## src/rtl/cpu_phase_sequencer.sv

```systemverilog
// cpu_phase_sequencer
//   Timing-phase controller for the CPU control unit. A prescaler divides the
//   system clock, a step counter walks the machine phases and an active-low
//   one-hot decoder drives the phase strobes. Supports free-run, single
//   sequence, halt and preset-step control.
//
// Ports
//   CLK       in   1   system clock, rising edge
//   MR        in   1   master reset, asynchronous, active-low
//   RUN       in   1   level: free-run request
//   STEP      in   1   1-clock pulse: run exactly one full phase sequence
//   HALT_REQ  in   1   level: freeze sequencing at the current phase
//   LOAD_N    in   1   active-low synchronous preset of the step counter
//   D         in   4   preset step value (values >= NUM_PHASES load 0)
//   PHASE_N   out  16  active-low one-hot phase strobes
//   STEP_Q    out  4   current step number
//   TICK      out  1   prescaler terminal count
//   DONE      out  1   pulse in the clock after a NUM_PHASES-1 -> 0 wrap
//   BUSY      out  1   high in RUN or SINGLE
//   STATE     out  2   00 IDLE, 01 RUN, 10 SINGLE, 11 HALTED (debug view of the FSM)
//
// Control inputs are level/pulse qualified at each rising edge with priority
// HALT_REQ > LOAD_N > STEP > RUN; there is no handshake. All outputs come from
// registered state only.
module cpu_phase_sequencer #(
  parameter int PRESCALE_BITS = 2,
  parameter int NUM_PHASES    = 8
) (
  input  logic        CLK,
  input  logic        MR,
  input  logic        RUN,
  input  logic        STEP,
  input  logic        HALT_REQ,
  input  logic        LOAD_N,
  input  logic [3:0]  D,
  output logic [15:0] PHASE_N,
  output logic [3:0]  STEP_Q,
  output logic        TICK,
  output logic        DONE,
  output logic        BUSY,
  output logic [1:0]  STATE
);

  typedef enum logic [1:0] {
    S_IDLE   = 2'b00,
    S_RUN    = 2'b01,
    S_SINGLE = 2'b10,
    S_HALTED = 2'b11
  } state_t;

  // A zero-bit prescaler still needs a 1-bit register; it is pinned at 0 and
  // its terminal count is 0, so TICK fires every busy clock.
  localparam int            PW     = (PRESCALE_BITS > 0) ? PRESCALE_BITS : 1;
  localparam logic [PW-1:0] PRE_TC = (PRESCALE_BITS > 0) ? {PW{1'b1}} : '0;
  localparam logic [3:0]    LAST   = 4'(NUM_PHASES - 1);
  localparam logic [4:0]    NP5    = 5'(NUM_PHASES);

  state_t        state, state_nx;
  logic [3:0]    step_cnt, step_nx;
  logic [PW-1:0] pre, pre_nx, pre_inc;
  logic          done_r, done_nx;
  logic          busy, tick;
  logic [3:0]    load_val;

  assign busy     = (state == S_RUN) || (state == S_SINGLE);
  assign tick     = busy && (pre == PRE_TC);
  assign pre_inc  = (PRESCALE_BITS > 0) ? pre + PW'(1) : '0;
  // Out-of-range presets clamp to step 0 so STEP_Q never leaves 0..NUM_PHASES-1.
  assign load_val = ({1'b0, D} >= NP5) ? 4'd0 : D;

  always_ff @(posedge CLK or negedge MR) begin
    if (!MR) begin
      state    <= S_IDLE;
      step_cnt <= 4'd0;
      pre      <= '0;
      done_r   <= 1'b0;
    end else begin
      state    <= state_nx;
      step_cnt <= step_nx;
      pre      <= pre_nx;
      done_r   <= done_nx;
    end
  end

  always_comb begin
    state_nx = state;
    step_nx  = step_cnt;
    pre_nx   = pre;
    done_nx  = 1'b0;
    case (state)
      S_IDLE: begin
        pre_nx = '0;
        if (HALT_REQ)     state_nx = S_HALTED;
        else if (!LOAD_N) step_nx  = load_val;
        else if (STEP)    state_nx = S_SINGLE;
        else if (RUN)     state_nx = S_RUN;
      end
      S_RUN, S_SINGLE: begin
        if (HALT_REQ) begin
          state_nx = S_HALTED;   // step and prescaler frozen
        end else begin
          pre_nx = pre_inc;
          if (tick) begin
            if (step_cnt == LAST) begin
              step_nx = 4'd0;
              done_nx = 1'b1;
              // RUN is only sampled at the wrap, so dropping it never cuts a sequence short.
              if (state == S_SINGLE || !RUN) state_nx = S_IDLE;
            end else begin
              step_nx = step_cnt + 4'd1;
            end
          end
        end
      end
      S_HALTED: begin
        if (!LOAD_N) begin
          step_nx = load_val;
        end else if (!HALT_REQ) begin
          // Restart the prescaler so the resumed phase gets its full length.
          pre_nx   = '0;
          state_nx = RUN ? S_RUN : S_IDLE;
        end
      end
      default: state_nx = S_IDLE;
    endcase
  end

  assign PHASE_N = (state == S_IDLE) ? 16'hFFFF : ~(16'h0001 << step_cnt);
  assign STEP_Q  = step_cnt;
  assign TICK    = tick;
  assign DONE    = done_r;
  assign BUSY    = busy;
  assign STATE   = state;

endmodule

```

## config.mk

```make
export PLATFORM = sky130hd
export DESIGN_NAME = cpu_phase_sequencer
export DESIGN_NICKNAME = d
export VERILOG_FILES = /design/src/rtl/cpu_phase_sequencer.sv
export SDC_FILE = /design/constraint.sdc
export NUM_CORES = 1
export LEC_CHECK = 0
export BUFFER_PORTS_ARGS = -buffer_cell sky130_fd_sc_hd__buf_2
export CORE_MARGIN = 2
export CORE_UTILIZATION = 46
export CTS_CLUSTER_SIZE = 10
export DETAILED_ROUTE_END_ITERATION = 10
export PLACE_DENSITY = 0.78
export RECOVER_POWER = 100
export REMOVE_ABC_BUFFERS = 1
export SETUP_SLACK_MARGIN = 0.2
export SYNTH_ARGS = -nofsm -noshare
export SYNTH_HDL_FRONTEND = slang
export SYNTH_SLANG_ARGS = --single-unit
```

## constraint.sdc

```tcl
create_clock -name CLK -period 2.3 [get_ports CLK]
set_input_delay 0 -clock CLK [delete_from_list [all_inputs] [get_ports CLK]]
set_output_delay 0 -clock CLK [all_outputs]
set_load 0.01 [all_outputs]
```

# After elaboration in Yosys (flattened, before gate mapping)
# Cells that the tools add are included.
dict set report op_classes {
  n_addsub 2
  reduce_logical 9
  shifts 1
  n_eq_ne 15
  muxes 28
  n_bitwise 1
  magnitude_cmp 1
}
# op n
set op_table {}
lappend op_table {{2-bit two-way mux} 13}
lappend op_table {{4-bit two-way mux} 6}
lappend op_table {{16-bit two-way mux} 1}
lappend op_table {{16-bit NOT} 1}
lappend op_table {{1-bit by 4-bit left shift with 16-bit output (first input constant)} 1}
lappend op_table {{3-bit != test (second input constant)} 4}
lappend op_table {{2-bit one-hot mux with 3 select lines} 2}
lappend op_table {{4-bit one-hot mux with 3 select lines} 1}
lappend op_table {{2-bit != test (second input constant)} 5}
lappend op_table {{7-bit AND reduction} 1}
lappend op_table {{2-bit equality test (second input constant)} 3}
lappend op_table {{3-bit AND reduction} 2}
lappend op_table {{1-bit two-way mux} 5}
lappend op_table {{4-bit by 1-bit adder with 4-bit output (second input constant)} 1}
lappend op_table {{4-bit by 3-bit equality test with 1-bit output (second input constant)} 1}
lappend op_table {{4-bit greater-or-equal comparator (second input constant)} 1}
lappend op_table {{4-bit != test (second input constant)} 1}
lappend op_table {{2-bit by 1-bit adder with 2-bit output (second input constant)} 1}
lappend op_table {{2-bit by 1-bit equality test with 1-bit output (second input constant)} 1}
lappend op_table {{2-bit logical NOT} 1}
lappend op_table {{1-bit logical OR} 2}
lappend op_table {{2-bit OR reduction} 1}
lappend op_table {{1-bit logical AND} 1}
lappend op_table {{1-bit logical NOT} 1}
dict set report totals {
  ff_bits 9
  out_inout_bits 25
  in_bits 10
}

# Depth between registers and ports, before layout
# Gate-level depths: netlist of the first run.
dict set report logic_depth {
  ltp_word 7
  depth_mapped 7
}

# Least setup slack after synthesis of the first run
# OpenSTA, ideal clock, no wires.
dict set report synth_path {
  path_type {flip-flop to flip-flop}
  startpoint {reg state[0] (netlist: STATE[0])}
  endpoint {reg state[0] (netlist: STATE[0])}
  required_ns 2.175
  period_less_slack_ns 1.793
  arrival_ns 1.668
  stages_incl_launch_ff 6
  path_slack_ns 0.507
  cell_sequence {dfrtp_1 -> inv_1 -> ha_1 -> inv_1 -> o311ai_2 -> mux2_2}
}
dict set report synth_via {
  elab_chain_cells 5
  elab_cells_between_ends 17
  classes_between {eq/ne (10); mux (1); reduce/logical (6)}
}
# element line_no
set synth_lines {}
lappend synth_lines {{start: declaration} 58} ;# state_t state, state_nx;
lappend synth_lines {{start signal: assignment} 78} ;# state <= state_nx;
lappend synth_lines {{2-bit by 1-bit equality test with 1-bit output or 2-bit equality test (tied branches)} 65} ;# assign busy = (state == S_RUN) || (state == S_SINGLE);
lappend synth_lines {{1-bit logical OR *} 65}
lappend synth_lines {{named net BUSY} 40} ;# output logic BUSY,
lappend synth_lines {{1-bit logical AND *} 66} ;# assign tick = busy && (pre == PRE_TC);
lappend synth_lines {{3-bit != test (no line) *} n/a}
lappend synth_lines {{7-bit AND reduction (no line) *} n/a}
# The timed path passes the listed nets; every way through them passes the cells marked *.
# A chain may end at the register's enable or synchronous reset.

# Worst setup path after layout of the first run
dict set report layout_path {
  startpoint {reg state[0] (netlist: STATE[0])}
  endpoint {reg step_cnt[1] (netlist: STEP_Q[1])}
}
dict set report layout_via {
  elab_chain_cells 5
  elab_cells_between_ends 12
  classes_between {eq/ne (6); mux (1); reduce/logical (5)}
}
# element line_no
set layout_lines {}
lappend layout_lines {{2-bit by 1-bit equality test with 1-bit output or 2-bit equality test (tied branches)} {65, 90}}
lappend layout_lines {{1-bit logical OR} 65}
lappend layout_lines {{1-bit logical AND} 66}
lappend layout_lines {{2-bit != test (no line)} n/a}
lappend layout_lines {{3-bit AND reduction (no line)} n/a}
lappend layout_lines {{end signal: assignment} 79} ;# step_cnt <= step_nx;
lappend layout_lines {{end: declaration} 59} ;# logic [3:0] step_cnt, step_nx;
# Several ways; a longest one is shown, not always the timed one.

==> impl_summary.log, run 1 <==
INFO  metric status = complete, no violations
INFO  metric synthArstFlopShare = 100%
INFO  metric dieHeight = between 40 and 50 µm
INFO  metric share_comb_of_total_power = 59.9%
INFO  metric area_growth = 19.7%
INFO  metric gpl.final_weighted_congestion = slightly below 0.9
INFO  metric seqPwrFrac = roughly 28%
INFO  metric most_frequently_used_cell_type_in_the_post_synthesis_netlist = nand2_1
INFO  metric dp_hpwl = 1490 µm
INFO  metric syn_avg_cell_area = approximately 8.6 µm²
INFO  metric worstRegToRegCells = 6
INFO  metric largest_net_degree_at_the_start_of_global_routing = 16
INFO  metric cts_sinks = 9
INFO  metric vdd.ir_drop.worst = ~0.65 mV
INFO  metric drv_cap = 0
INFO  metric yosysUniqueCellTypes = 36
INFO  metric ys.flop_type = dfrtp_1
INFO  metric place.detailed.instances = 143
INFO  metric internal_power = 0.000524 W
INFO  metric diodes = 0
INFO  metric total_area_of_sequential_cells = 225 µm²
INFO  metric routed_wl = between 1500 and 2000 µm
INFO  metric synth-edff-count = 0
INFO  metric hold_path_class = in -> reg
INFO  metric die_area = 2120 µm²
INFO  metric netSwitchingPower = ~0.00052 W
INFO  metric worst_pin_slew = between 0.4 and 0.5 ns
INFO  metric grt_antenna_before_repair = 0
INFO  metric net_count_of_the_finished_layout = 152
INFO  metric cell_taking_the_most_area_after_synthesis = dfrtp_1
INFO  metric post-route-period-util = between 80% and 90%
INFO  metric pwr_density_cell = between 1000 and 1500 nW/µm²
INFO  metric post_synth_most_frequent_cells = 15 x nand2_1, 10 x ha_1, 10 x inv_1, 9 x dfrtp_1, 9 x nand3_1
INFO  metric grt_overflow = 0
INFO  metric layout.filler_cells = 185
INFO  metric critical_path.reg2reg.startpoint = STATE[0]
INFO  metric p_clk_share = around an eighth
INFO  metric worstHoldPathCells = 3
INFO  metric synth_area_leaders = dfrtp_1 28%, ha_1 15%, nand2_1 6.9%
INFO  metric avgViaCountPerCell = 5.41
INFO  metric timing.max_slew.rel_slack = between 60% and 70%
INFO  metric hold_path_origin = D[0]
INFO  metric timing.final.hold_violations = 0
INFO  metric synth.cell_area = roughly 810 µm²
INFO  metric timing.fmax = 0.521 GHz
INFO  metric criticalPathCategory = reg -> reg
INFO  metric floorplan.core_area = roughly 1700 µm²
INFO  metric count_of_unresolved_drc_violations_after_routing = 0
INFO  metric cts-root-buf = clkbuf_4
INFO  metric cts_tree = yes
INFO  metric synthCells = 95
INFO  metric layoutNonFillerInstCount = 148
INFO  metric synth-seq-area-share = 27.6%
INFO  metric drive_above_1_share = between 10% and 20%
INFO  metric cts_inserted_buffers = 3
INFO  metric detailroute.via_count = 800
INFO  metric netlist.area_leader.share = between 20% and 30%
INFO  metric final-max-slew-violation-count = 0
INFO  metric cts_buffer_depth = 2
INFO  metric synth.yosys.warnings = 0
INFO  metric detail-route-antenna-nets = 0
INFO  metric timing.final.setup_violations = 0
INFO  metric initial_utilization = 48.2%
INFO  metric cp-end-kind = flip-flop
INFO  metric cts_max_level = 1
INFO  metric fp-row-count = 15
INFO  metric grt_first_pass_wirelength = slightly below 3000 µm
INFO  metric port_bufs = 34
INFO  metric initialDrtViolationCount = 12
INFO  metric clock-skew-final = ~0.00054 ns
INFO  metric die_width = about 46 µm
INFO  metric cts_repair_resize_count = 0
INFO  metric crit_fanout = 9
INFO  metric grt_use_total = about a fifth
INFO  metric worst_setup_path_start_kind = flip-flop
INFO  metric firstDrtPassIters = 4
INFO  metric finalSetupTns = 0 ns
INFO  metric leakage = ~0.46 nW
INFO  metric routedWlPerCell = between 10 and 15 µm
INFO  metric rrSetupSlack = about 0.38 ns
INFO  metric boundaryPins = 35
INFO  metric timing.critical_path.arrival = about 2.1 ns
INFO  metric multi_input_area = approximately 520 µm²
INFO  metric swShare = roughly 50%
INFO  metric rsz0062_at_grt = no
INFO  metric vias_in_the_first_global_route = approximately 710
INFO  metric ys_seq_elements = 9
INFO  metric timing.final.crit_period = approximately 1.9 ns
INFO  metric total_power = between 0.001 and 0.0015 W
INFO  metric worst_hold_path.endpoint = STEP_Q[0]
INFO  metric timing.rr.end = STEP_Q[1]
INFO  metric insertion_delay = approximately 0.26 ns
INFO  metric worst-endpoint-required = between 2 and 2.5 ns
INFO  metric clk_pin_slew = around 0.060 ns
[worst max-delay path: stages (launching register included)]
cell     delay, ns
dfrtp_1       0.38
inv_1         0.09
ha_1          0.41
and3b_1       0.29
nor2_1        0.30
nor2_2        0.07
a221o_1       0.25
[sequential cells by signal (all words and copies together), names as in the netlist]
| name | cells |
|---|---|
| STATE | 2 |
| DONE | 1 |
| pre | 2 |
| STEP_Q | 4 |
[per-stage QoR]
stage	setup WS (ns)	hold slack (ns)	util [%]	instance area, µm²
after detailed placement	0.487	-0.138	58.4	986
after CTS	0.474	0.0340	60.5	1020
final	0.382	0.0450	57.7	975
after floorplan	0.507	-0.296	-	795
after global routing	0.194	0.0627	57.7	975
after global placement	0.554	-0.135	58.4	986
[cells by family after synthesis]
logic type,count (synthesis),synth area share [%]
AND/OR/NAND/NOR,43,31.0
AO/OA/AOI/OAI,19,17.5
buffers and inverters,13,7.07
adder cells (fa/ha/maj),10,15.4
flip-flops,9,27.7
multiplexers,1,1.38
[repair_timing]
| item | CTS | global route |
|---|---|---|
| hold buffers | 1 | 0 |
| hold endpoints to repair | 9 | 0 |
| setup buffers | 0 | 0 |
[layout make-up]
type	count	area share, %
clock buffers	4	2.70
flip-flops and latches	9	23.1
repair buffers	35	15.3
well taps	17	2.18
inverters	10	3.85
multi-input cells	73	52.9
[how the worst max path moves through the flow]
stage                           end  slack, ns  cells past startpoint     start
final                     STEP_Q[1]       0.38                      6  STATE[0]
after CTS                  STATE[0]       0.47                      5  STATE[1]
after global placement     STATE[0]       0.55                      5  STATE[0]
after detailed placement   STATE[0]       0.49                      5  STATE[1]
after floorplan            STATE[0]       0.51                      5  STATE[0]
after global routing      STEP_Q[1]       0.19                      6  STATE[0]
[cell usage in the layout, fill, tap and decap left out, drive strengths merged, types with 2 or more instances in the layout]
cell type / n
clkbuf: 29
nand3b: 2
nand2: 15
buf: 9
nor2b: 4
and2b: 2
inv: 10
nor2: 5
o211ai: 2
o21ai: 6
ha: 10
dfrtp: 9
nand3: 9
[layer usage]
layer | vias to the layer above | wire [µm] | track usage [%]
li1 | 402 | - | -
met1 | 355 | 790 | 21.5
met2 | 36 | 864 | 35.6
met3 | 7 | 125 | 2.35
met4 | 0 | 72 | 16.0
met5 | - | 0 | 0
[power groups by stage]
stage / combinational [W] / clock (W) / sequential, W
2_1_floorplan: 0.000456 / 0 / 0.000298
3_3_place_gp: 0.000645 / 0 / 0.000291
3_5_place_dp: 0.000665 / 0 / 0.000298
4_1_cts: 0.000668 / 0.000126 / 0.000295
5_1_grt: 0.000706 / 0.000135 / 0.000308
6_report: 0.000624 / 0.000122 / 0.000296
Note: power is estimated with default switching activity, not from simulation.
==> run 2, diff against run 1 <==
- CORE_UTILIZATION: 46 -> 42
- PLACE_DENSITY: 0.78 -> 0.75
- clock period: 2.3 -> 1.6 ns (I/O delays scaled with it)
==> run 2 against run 1 <==
Net effect:
- register-to-register slack worse by 0.40 ns
- global-route usage down 0.27 points
- count of clock-buffer cells in the layout unchanged
- sequential power up 20%
- die area up 8.7%
- sequential share of layout area down 4.2 points
- the flow now finishes with violations (setup timing)
- fmax up 18%
- worst hold slack worse by 0.011 ns
- highest routed layer unchanged
- clock skew up 0.0017 ns
- clock power up 39%
==> impl_summary.log, run 2 (same netlist as run 1, synthesis figures left out) <==
INFO  metric status = finished with violations
INFO  metric violations = setup timing
INFO  metric crit_fanout = 5 (-4)
INFO  metric worstHoldPathCells = 3 (unchanged)
INFO  metric firstDrtPassIters = 4 (unchanged)
INFO  metric worst-endpoint-required = 1.74 ns (-0.71 ns)
INFO  metric grt_first_pass_wirelength = 3040 µm (+3.0%)
INFO  metric met2_length = 1150 µm (+33%)
INFO  metric routedWlPerCell = 12.9 µm (+3.2%)
INFO  metric net_count_of_the_finished_layout = 164 (+7.9%)
INFO  metric rsz0062_at_grt = yes
INFO  metric worst_pin_slew = 0.501 ns (+0.0149 ns)
INFO  metric maxUsedRoutingLayer = met4
INFO  metric cp_max_stage_delay = 0.35 ns (-0.06 ns)
INFO  metric post-route-period-util = 101% (+18 points)
INFO  metric final_util = 66.7% (+9.0 points)
INFO  metric diodes = 0 (unchanged)
INFO  metric met3RoutedLength = 110 µm (-12%)
INFO  metric hold_path_origin = D[2]
INFO  metric vdd.ir_drop.worst = 0.975 mV (+51%)
INFO  metric timing.fmax = 0.616 GHz (+18%)
INFO  metric count_of_unresolved_drc_violations_after_routing = 0 (unchanged)
INFO  metric vias_in_the_first_global_route = 680 (-3.5%)
INFO  metric timing.final.setup_violations = 2 (+2)
INFO  metric hold_path_class = in -> reg
INFO  metric final-max-slew-violation-count = 0 (unchanged)
INFO  metric timing.critical_path.arrival = 1.77 ns (-0.30 ns)
INFO  metric cts_max_level = 1 (unchanged)
INFO  metric initialDrtViolationCount = 31 (+19)
INFO  metric cts_buffer_depth = 2 (unchanged)
INFO  metric cts_tree = yes
INFO  metric layout_setup_ws = -0.0228 ns (-0.405 ns)
INFO  metric floorplan.core_area = 1780 µm² (+5.6%)
INFO  metric fp-row-count = 15 (unchanged)
INFO  metric crit_top_cell = inv_1
INFO  metric die_width = 48.0 µm (+4.3%)
INFO  metric grt_overflow = 0 (unchanged)
INFO  metric drive_above_1_share = 44.1% (+30 points)
INFO  metric timing.final.crit_period = 1.62 ns (-0.295 ns)
INFO  metric detailroute.via_count = 862 (+7.8%)
INFO  metric cts_inserted_buffers = 3 (unchanged)
INFO  metric initial_utilization = 45.7% (-2.5 points)
INFO  metric gpl.final_weighted_congestion = 0.767 (-12%)
INFO  metric boundaryPins = 35 (unchanged)
INFO  metric cts-root-buf = clkbuf_4
INFO  metric cp-end-kind = flip-flop
INFO  metric drv_cap = 0 (unchanged)
INFO  metric leakage = 0.562 nW (+23%)
INFO  metric detail-route-antenna-nets = 0 (unchanged)
INFO  metric die_area = 2310 µm² (+8.7%)
INFO  metric grt_use_total = 20.0% (-0.27 points)
INFO  metric cp_max_stage_cell = dfrtp_1
INFO  metric timing.rr.end = STATE[0]
INFO  metric cts_sinks = 9 (unchanged)
INFO  metric layout_common_cells = 30 x buf_2, 15 x nand2_1, 9 x dfrtp_1, 9 x nand3_1, 9 x clkbuf_1
INFO  metric rrSetupSlack = -0.02 ns (-0.40 ns)
INFO  metric clk_pin_slew = 0.06 ns (about the same)
INFO  metric criticalPathCategory = reg -> reg
INFO  metric layout.cells.most_common = buf_2
INFO  metric largest_register_ffs = 4 (unchanged)
INFO  metric insertion_delay = 0.26 ns (about the same)
INFO  metric layout.filler_cells = 147 (-21%)
INFO  metric timing.max_slew.rel_slack = 66.6% (-0.99 points)
INFO  metric largest_net_degree_at_the_start_of_global_routing = 15 (-1)
INFO  metric dieHeight = 48.0 µm (+4.3%)
INFO  metric area_growth = 46.1%
INFO  metric crit_chain = inv_1 > ha_4 > inv_1 > o311ai_2 > mux2_4
INFO  metric timing.final.hold_violations = 0 (unchanged)
INFO  metric grt_antenna_before_repair = 0 (unchanged)
INFO  metric pwr_density_cell = 1620 nW/µm² (+51%)
INFO  metric worst_setup_path_start_kind = flip-flop
INFO  metric critical_path.reg2reg.startpoint = STATE[1]
INFO  metric worst_hold_path.endpoint = STEP_Q[2]
INFO  metric clock-skew-final = 0.00227 ns (+0.00173 ns)
INFO  metric routed_wl = 2170 µm (+17%)
INFO  metric avgViaCountPerCell = 5.13 (-5.1%)
INFO  metric place_worst_setup_slack = -0.0750 ns (-0.562 ns)
INFO  metric routedLengthMet1 = 903 µm (+14%)
INFO  metric worstRegToRegCells = 5 (-1)
INFO  metric port_bufs = 34 (unchanged)
run 2: changes by cell type in the layout (fill, tap and decap cells not counted), moves of 4 or more:
cell	change
buf_4	+5
buf_2	+21
clkbuf_1	-17
nor2b_1	-4
ha_1	-5
ha_4	+4
run 2: what timing repair did:
| item | in CTS | in global routing |
|---|---|---|
| endpoints found under the setup margin | 26 | 25 |
| pin swaps | 4 | 1 |
| endpoints found under the hold margin | 9 | 0 |
| hold buffers | 1 | 0 |
| gates resized for setup | 21 | 6 |
| setup buffers | 2 | 0 |
run 2: power by group:
group          internal, W  switching, W  total [W]
clock network    0.0000958     0.0000745   0.000170
registers         0.000306     0.0000487   0.000354
logic             0.000632      0.000767    0.00140
run 2: worst max-delay path: cells and delay by family (launching register included):
family	cells	cell delay (ns)
flip-flops	1	0.35
AO/OA/AOI/OAI	1	0.35
multiplexers	1	0.34
adder cells (fa/ha/maj)	1	0.31
buffers and inverters	2	0.16
run 2: area by class of cell:
cell class	count	area, µm²	share of cell area (%)
Clock buffer	4	26.3	2.21
Inverter	10	40.0	3.36
Multi-Input combinational cell	73	618	51.9
Sequential cell	9	225	18.9
Tap cell	25	31.3	2.63
Timing Repair Buffer	47	249	20.9
run 2: how the worst max path moves through the flow:
stage	start	end	slack, ns	cells after the start
global route	STATE[1]	STATE[0]	-0.08	6
finish	STATE[1]	STATE[0]	-0.02	5
detailed placement	STATE[0]	STATE[0]	-0.07	5
CTS	STATE[1]	STATE[0]	-0.02	6
global placement	STATE[0]	STEP_Q[1]	-0.05	6
floorplan	STATE[0]	STATE[0]	-0.19	5
run 2: metrics by stage:
step / total power [W] / setup TNS (ns) / area, µm² / hold slack [ns] / instances
floorplan: 0.00108 / -0.650 / 795 / -0.296 / 92
global placement: 0.00152 / -0.0847 / 1070 / -0.137 / 161
detailed placement: 0.00156 / -0.239 / 1070 / -0.135 / 161
CTS: 0.00193 / -0.0218 / 1190 / 0.0238 / 168
global route: 0.00208 / -0.507 / 1190 / 0.0322 / 168
finish: 0.00192 / -0.0398 / 1190 / 0.0338 / 168
run 2: per-layer routing:
layer / track usage, % / vias to the layer above
li1: - / 428
met1: 24.7 / 406
met2: 33.3 / 26
met3: 6.79 / 2
met4: 4.86 / 0
met5: 0 / -
